**config.mk**
```make
export PLATFORM = sky130hd
export DESIGN_NAME = register_dump_unit
export DESIGN_NICKNAME = d
export VERILOG_FILES = /design/src/rtl/debug_pkg.sv /design/src/rtl/register_dump_unit.sv
export SDC_FILE = /design/constraint.sdc
export NUM_CORES = 1
export LEC_CHECK = 0
export CAP_MARGIN = 20
export CORE_MARGIN = 2
export CORE_UTILIZATION = 24
export CTS_BUF_LIST = sky130_fd_sc_hd__clkbuf_8
export DETAILED_ROUTE_END_ITERATION = 8
export GPL_TIMING_DRIVEN = 0
export SYNTH_ARGS = -nofsm -noshare
export SYNTH_HDL_FRONTEND = slang
export SYNTH_SLANG_ARGS = --single-unit
```
**constraint.sdc**
```tcl
create_clock -name clk -period 2.8 [get_ports clk]
set_input_delay 0.56 -clock clk [delete_from_list [all_inputs] [get_ports clk]]
set_output_delay 0.56 -clock clk [all_outputs]
set_load 0.05 [all_outputs]
```
**src/rtl/debug_pkg.sv**
```systemverilog
// Shared debug-path constants: state encoding, header byte, byte framing and
// debug address width.
package debug_pkg;

  localparam int unsigned ADDR_W        = 5;
  localparam int unsigned BYTES_PER_REG = 4;
  localparam int unsigned CNT_W         = 2;
  localparam int unsigned DATA_W        = 32;

  localparam logic [7:0] HEADER_BYTE_DEFAULT = 8'hA5;

  localparam logic [2:0] ST_IDLE    = 3'd0;
  localparam logic [2:0] ST_HEADER  = 3'd1;
  localparam logic [2:0] ST_RD_WAIT = 3'd2;
  localparam logic [2:0] ST_SEND    = 3'd3;
  localparam logic [2:0] ST_DONE    = 3'd4;

endpackage

```
**src/rtl/register_dump_unit.sv**
```systemverilog
// Walks the register file's debug read port and streams a header byte followed
// by every register, MSB first, over a valid/ready byte interface.
module register_dump_unit
  import debug_pkg::*;
#(
  parameter int unsigned NUM_REGS    = 32,
  parameter logic [7:0]  HEADER_BYTE = HEADER_BYTE_DEFAULT
) (
  input  logic              clk,
  input  logic              rst,
  input  logic              start,
  input  logic [DATA_W-1:0] reg_data_in,
  input  logic              tx_ready,
  output logic              debug_on,
  output logic [ADDR_W-1:0] reg_addr,
  output logic [7:0]        tx_data,
  output logic              tx_valid,
  output logic              busy,
  output logic              done
);

  logic [2:0]        state;
  logic [2:0]        state_nxt;
  logic [CNT_W-1:0]  byte_cnt;
  logic [DATA_W-1:0] shift_reg;
  logic              hs_c;
  logic              last_byte_c;
  logic              last_reg_c;

  assign hs_c        = tx_valid & tx_ready;
  assign last_byte_c = (byte_cnt == CNT_W'(BYTES_PER_REG - 1));
  assign last_reg_c  = (reg_addr == ADDR_W'(NUM_REGS - 1));

  // State register
  always_ff @(posedge clk or posedge rst) begin
    if (rst) begin
      state <= ST_IDLE;
    end else begin
      state <= state_nxt;
    end
  end

  // Next-state decode
  always_comb begin
    state_nxt = state;
    case (state)
      ST_IDLE:    if (start) state_nxt = ST_HEADER;
      ST_HEADER:  if (hs_c) state_nxt = ST_RD_WAIT;
      ST_RD_WAIT: state_nxt = ST_SEND;
      ST_SEND: begin
        if (hs_c && last_byte_c) begin
          state_nxt = last_reg_c ? ST_DONE : ST_RD_WAIT;
        end
      end
      ST_DONE:    state_nxt = ST_IDLE;
      default:    state_nxt = ST_IDLE;
    endcase
  end

  // Address walker, byte shifter and byte counter
  always_ff @(posedge clk or posedge rst) begin
    if (rst) begin
      reg_addr  <= '0;
      shift_reg <= '0;
      byte_cnt  <= '0;
    end else begin
      case (state)
        ST_IDLE: begin
          if (start) begin
            reg_addr <= '0;
            byte_cnt <= '0;
          end
        end
        ST_RD_WAIT: begin
          shift_reg <= reg_data_in;
          byte_cnt  <= '0;
        end
        ST_SEND: begin
          if (hs_c) begin
            shift_reg <= shift_reg << 8;
            byte_cnt  <= byte_cnt + CNT_W'(1);
            if (last_byte_c && !last_reg_c) begin
              reg_addr <= reg_addr + ADDR_W'(1);
            end
          end
        end
        ST_DONE:  reg_addr <= '0;
        default: ;
      endcase
    end
  end

  // Outputs decoded from registered state only; tx_ready never reaches them
  assign debug_on = (state != ST_IDLE);
  assign busy     = (state != ST_IDLE);
  assign done     = (state == ST_DONE);
  assign tx_valid = (state == ST_HEADER) || (state == ST_SEND);
  assign tx_data  = (state == ST_HEADER) ? HEADER_BYTE :
                    (state == ST_SEND)   ? shift_reg[DATA_W-1 -: 8] : 8'h00;

endmodule

```
==> Word-level counts from Yosys, hierarchy flattened <==
Cells that the tools add are included.
{ "op_classes": {"n_eq_ne": 11, "bitwise": 1, "addsub": 2, "reduce_logical": 13, "mux": 16} }
{ "ops": {"columns": ["op", "n"], "rows": [
  ["$pmux W32 S2", 1],
  ["$mux W32", 1],
  ["$mux W8", 2],
  ["$mux W5", 3],
  ["$pmux W5 S3", 1],
  ["$mux W3", 4],
  ["$pmux W3 S4", 1],
  ["$ne A2 B2 Y1 const B", 5],
  ["$reduce_bool A3 Y1", 3],
  ["$eq A3 B2 Y1 const B", 2],
  ["$pmux W2 S3", 1],
  ["$reduce_and A3 Y1", 2],
  ["$add A5 B1 Y5 const B", 1],
  ["$eq A5 B5 Y1 const B", 1],
  ["$mux W2", 2],
  ["$reduce_and A4 Y1", 1],
  ["$eq A3 B1 Y1 const B", 1],
  ["$eq A3 B3 Y1 const B", 1],
  ["$logic_not A3 Y1", 1],
  ["$add A2 B1 Y2 const B", 1],
  ["$eq A2 B2 Y1 const B", 1],
  ["$logic_and A1 B1 Y1", 2],
  ["$reduce_and A2 Y1", 1],
  ["$reduce_bool A2 Y1", 1],
  ["3 further kinds", 3]
]} }
{ "totals": {"wordCells": 47, "in_bits": 36, "output_inout_bits": 17, "ff_bits": 42} }

==> Longest topological paths before layout <==
Gate-level depths: netlist of the first run.
{ "depth": {"depth_word": 6, "ltp_mapped": 6, "mapped_depth_nobuf": 6} }

==> Least setup slack after synthesis of the first run <==
OpenSTA, ideal clock, no wires.
{ "synth_timing": {"path_type": "flip-flop to output port", "start": "register state[1]", "end": "output done", "stages_incl_launch_ff": 4, "path_slack_ps": 758, "arrival_time_ps": 1482, "t_required_ps": 2240, "n_path_buf": 1, "cell_sequence": "dfrtp_1 buf_2 or2_1 nor2_1"} }
{ "synth_via": {"elab_chain_cells": 1} }
{ "synth_lines": {"columns": ["element", "line", "text"], "rows": [
  ["start, declared", "register_dump_unit.sv:22", "logic [2:0] state;"],
  ["start signal, assigned", "register_dump_unit.sv:39", "state <= state_nxt;"],
  ["$eq A3 B3 Y1", "register_dump_unit.sv:96", "assign done = (state == ST_DONE);"],
  ["end, declared", "register_dump_unit.sv:19", "output logic done"]
]} }
Every way passes these cells.

==> Worst setup path in the final report of the first run <==
Ends and elaborated chain as after synthesis.

==> impl_metrics.csv, run 1 <==
group,metric,value,unit
routing,highest_layer,"met4",
power,total_leakage_power,1.37,nW
critical_path,critical-path-top-delay-family,"buffers and inverters",
synthesis,synth_fp_nets,234,
timing,hold_viol,0,
placed_design,dpl.hpwl,3700,µm
power,p_int,1.77,mW
timing,setup-tns-final,0,ns
synthesis,yosysUniqueCellTypes,30,
critical_path,rr_worst_depth,6,
cells_and_area,diodes,0,
grt,grt_usage,10.9,%
cts,root_buffer,"clkbuf_8",
power,p_sw,1.40,mW
worst_hold_path,hold-path-cell-count,1,
synthesis,synth_ff_type,"dfrtp_1",
routing,met3WireLength,171,µm
cts,clk_pin_slew,0.08,ns
synthesis,avgSynthCellArea,10.8,µm²
routing,met2_length,2220,µm
critical_path,cp-start-kind,"flip-flop",
cts,cts_setup_buffers,0,
synthesis,syn_inst,195,
grt,grt_max_degree,31,
die,start_util,24.5,%
routing,num_vias,1589,
worst_hold_path,hold_class,"flip-flop to flip-flop",
timing,finalSetupViolCount,0,
grt,antenna_found_initial,0,
power,ir_worst_vdd,0.310,mV
placed_design,place.gp.congestion,0.759,
critical_path,cp_slowest_cell,"clkdlybuf4s50_1",
synthesis,yosysSeqAreaShare,49.9,%
die,die_area,0.00954,mm²
die,row_count,34,
routing,drt_iter0_drc,81,
timing,hold_slack,0.489,ns
routing,vias_per_cell,4.37,
cts,cts_buffers,5,
routing,remaining_drc_errors,0,
cts,clock_path_buffers,2,
routing,drt_pass1_iterations,4,
grt,first_global_vias,1610,
critical_path,crit_required,2.24,ns
routing,drt-wirelength-per-cell,13.7,µm
placed_design,io_buffers,52,
power,p_total,3.17,mW
job,maxCapViolCount,0,
die,coreArea,0.00859,mm²
die,die_w,97.7,µm
critical_path,worstPathCellList,"buf_2, or2_1, nor2_1, clkdlybuf4s50_1",
timing,fmax,375,MHz
routing,drt-total-wl,4990,µm
power,p_sw_share,44.2,%
critical_path,r2r_start,"reg_addr[0]",
routing,ant_nets,0,
cts,h-tree-depth,2,
routing,met1Wirelength,2550,µm
critical_path,slowest_delay,0.81,ns
power,power_density,1110,mW/mm²
power,comb_power_share,55.6,%
timing,rsz0062_at_grt,"no",
power,pwr-share-seq,32.3,%
synthesis,synth-edff-count,0,
cells_and_area,area_delta_synth_final,36.1,%
critical_path,arrival,2.11,ns
timing,max_slew.worst_pin.slew,0.632,ns
critical_path,worstPathMaxFanout,10,
timing,period_minus_slack,2.67,ns
cells_and_area,largest_reg_flops,32,
synthesis,synth_area,0.00211,mm²
synthesis,synthArstFlopShare,100,%
cts,clock-sinks,42,
synthesis,netlist_top_cells_count,"42 x dfrtp_1, 33 x inv_1, 27 x mux2i_1, 24 x o22ai_1, 8 x a22o_1",
timing,fin_crit_sh,95.3,%
synthesis,yosysTopAreaCell,"dfrtp_1",
critical_path,cp.buffers_inverters,2,
synthesis,synth-seq-cells,42,
timing,max-slew-margin-rel,57.7,%
cts,cts_tree,"built",
die,die_y,97.7,µm
synthesis,synth.most_common_cell,"dfrtp_1",
grt,grt_overflow,0,
critical_path,path_class,"flip-flop to output port",
cells_and_area,num-nets-final,294,
critical_path,reg2reg_to,"reg_addr[4]",
cts,clk_latency,0.29,ns
cells_and_area,layout-drive-gt1-share,9.77,%
worst_hold_path,hp-start,"byte_cnt[0]",
timing,clock_skew,0.0116,ns
synthesis,netlist_top_cells_area,"dfrtp_1 50%, mux2i_1 13%, o22ai_1 7.1%",
critical_path,reg2reg_slack,1.01,ns
cts,postCtsHoldBufs,0,
die,io-pin-count,53,
timing,maxSlewViolCount,0,
power,clkPwrFrac,12.1,%
worst_hold_path,holdPathEnd,"byte_cnt[0]",
placed_design,pre_cts_slack,0.234,ns
synthesis,yosysWarnings,0,
cells_and_area,num-fill-cells,911,
critical_path,end_kind,"output port",
timing,setup_slack,0.132,ns
grt,grt_pass1_wl,8160,µm
synthesis,synth_top_area_share,49.9,%
outcome,status,"completed",
## worst reg2reg max path, stage by stage (launching register included)
cell and delay, ns:
dfrtp_1 0.40, ha_1 0.23, and3_1 0.19, ha_1 0.20
nor2_1 0.30, o2bb2ai_4 0.19, mux2i_1 0.21
## worst max path at each step
stage          startpoint    endpoint  cells past startpoint
2_1_floorplan    state[1]        done                      3
3_3_place_gp     state[2]  tx_data[6]                      6
3_5_place_dp     state[2]  tx_data[1]                      6
4_1_cts          state[1]    debug_on                      4
5_1_grt          state[1]        done                      4
6_report         state[1]        done                      4
## cell families (layout without fill, tap and decap cells)
logic type               after synthesis  count (layout)  synth area share [%]
multiplexers                          27              27                  12.8
flip-flops                            42              42                  49.9
AND/OR/NAND/NOR                       26              26                  7.13
AO/OA/AOI/OAI                         51              51                  17.2
adder cells (fa/ha/maj)                3               3                  1.78
buffers and inverters                 46             107                  11.2
## routing by layer
layer | global-route usage, % | up-vias
met4 | 3.53 | 0
met2 | 16.2 | 42
met3 | 2.59 | 4
li1 | - | 794
met1 | 15.7 | 749
met5 | 0 | -
## power groups by stage
stage	clock network, mW	logic, mW	registers [mW]
2_1_floorplan	0	1.21	1.11
3_3_place_gp	0	1.78	1.03
3_5_place_dp	0	1.81	1.03
4_1_cts	0.403	1.79	1.02
5_1_grt	0.432	1.92	1.06
6_report	0.384	1.76	1.03
## stage by stage
step                cells  utilization, %  area [µm²]
floorplan             195               -        2110
global placement      355            32.1        2760
detailed placement    356            32.4        2780
CTS                   364            33.3        2860
global route          364            33.3        2870
finish                364            33.3        2870
## placed cells by master, fill, tap and decap left out, types with 2 or more instances in the layout
master	count
and2_1	4
ha_1	3
mux2i_1	27
buf_6	3
nand2b_1	2
clkdlybuf4s50_1	47
buf_4	3
a21oi_1	7
nor2_1	4
nand2_1	5
and3_1	3
o21ai_0	3
inv_1	33
a22o_1	8
buf_8	2
buf_2	5
nand3_1	2
a31oi_1	4
dfrtp_1	42
o22ai_1	24
clkbuf_8	5
dlygate4sd2_1	4
## area by class of cell
cell class | count | area (µm²) | share of cell area, %
plain buffers | 13 | 111 | 3.89
flip-flops and latches | 42 | 1050 | 36.7
multi-input cells | 107 | 820 | 28.6
repair buffers | 53 | 538 | 18.8
clock buffers | 5 | 68.8 | 2.40
well taps | 108 | 135 | 4.72
inverters | 33 | 124 | 4.32
clock inverters | 3 | 17.5 | 0.611
## repair_timing
action / 4_1_cts / 5_1_grt
endpoints found under the hold margin: 0 / 0
pin swaps: 0 / 0
setup endpoints to repair: 4 / 1
gates resized for setup: 4 / 1
Power figures use the tool's default switching activity.
==> run 2: changes to the inputs <==
--- a/config.mk
+++ b/config.mk
@@ -11,6 +11,7 @@
 export CTS_BUF_LIST = sky130_fd_sc_hd__clkbuf_8
 export DETAILED_ROUTE_END_ITERATION = 8
 export GPL_TIMING_DRIVEN = 0
+export SKIP_LAST_GASP = 1
 export SYNTH_ARGS = -nofsm -noshare
 export SYNTH_HDL_FRONTEND = slang
 export SYNTH_SLANG_ARGS = --single-unit
==> results of run 2 <==
Final layout, timing and power as in run 1 (identical DEF).
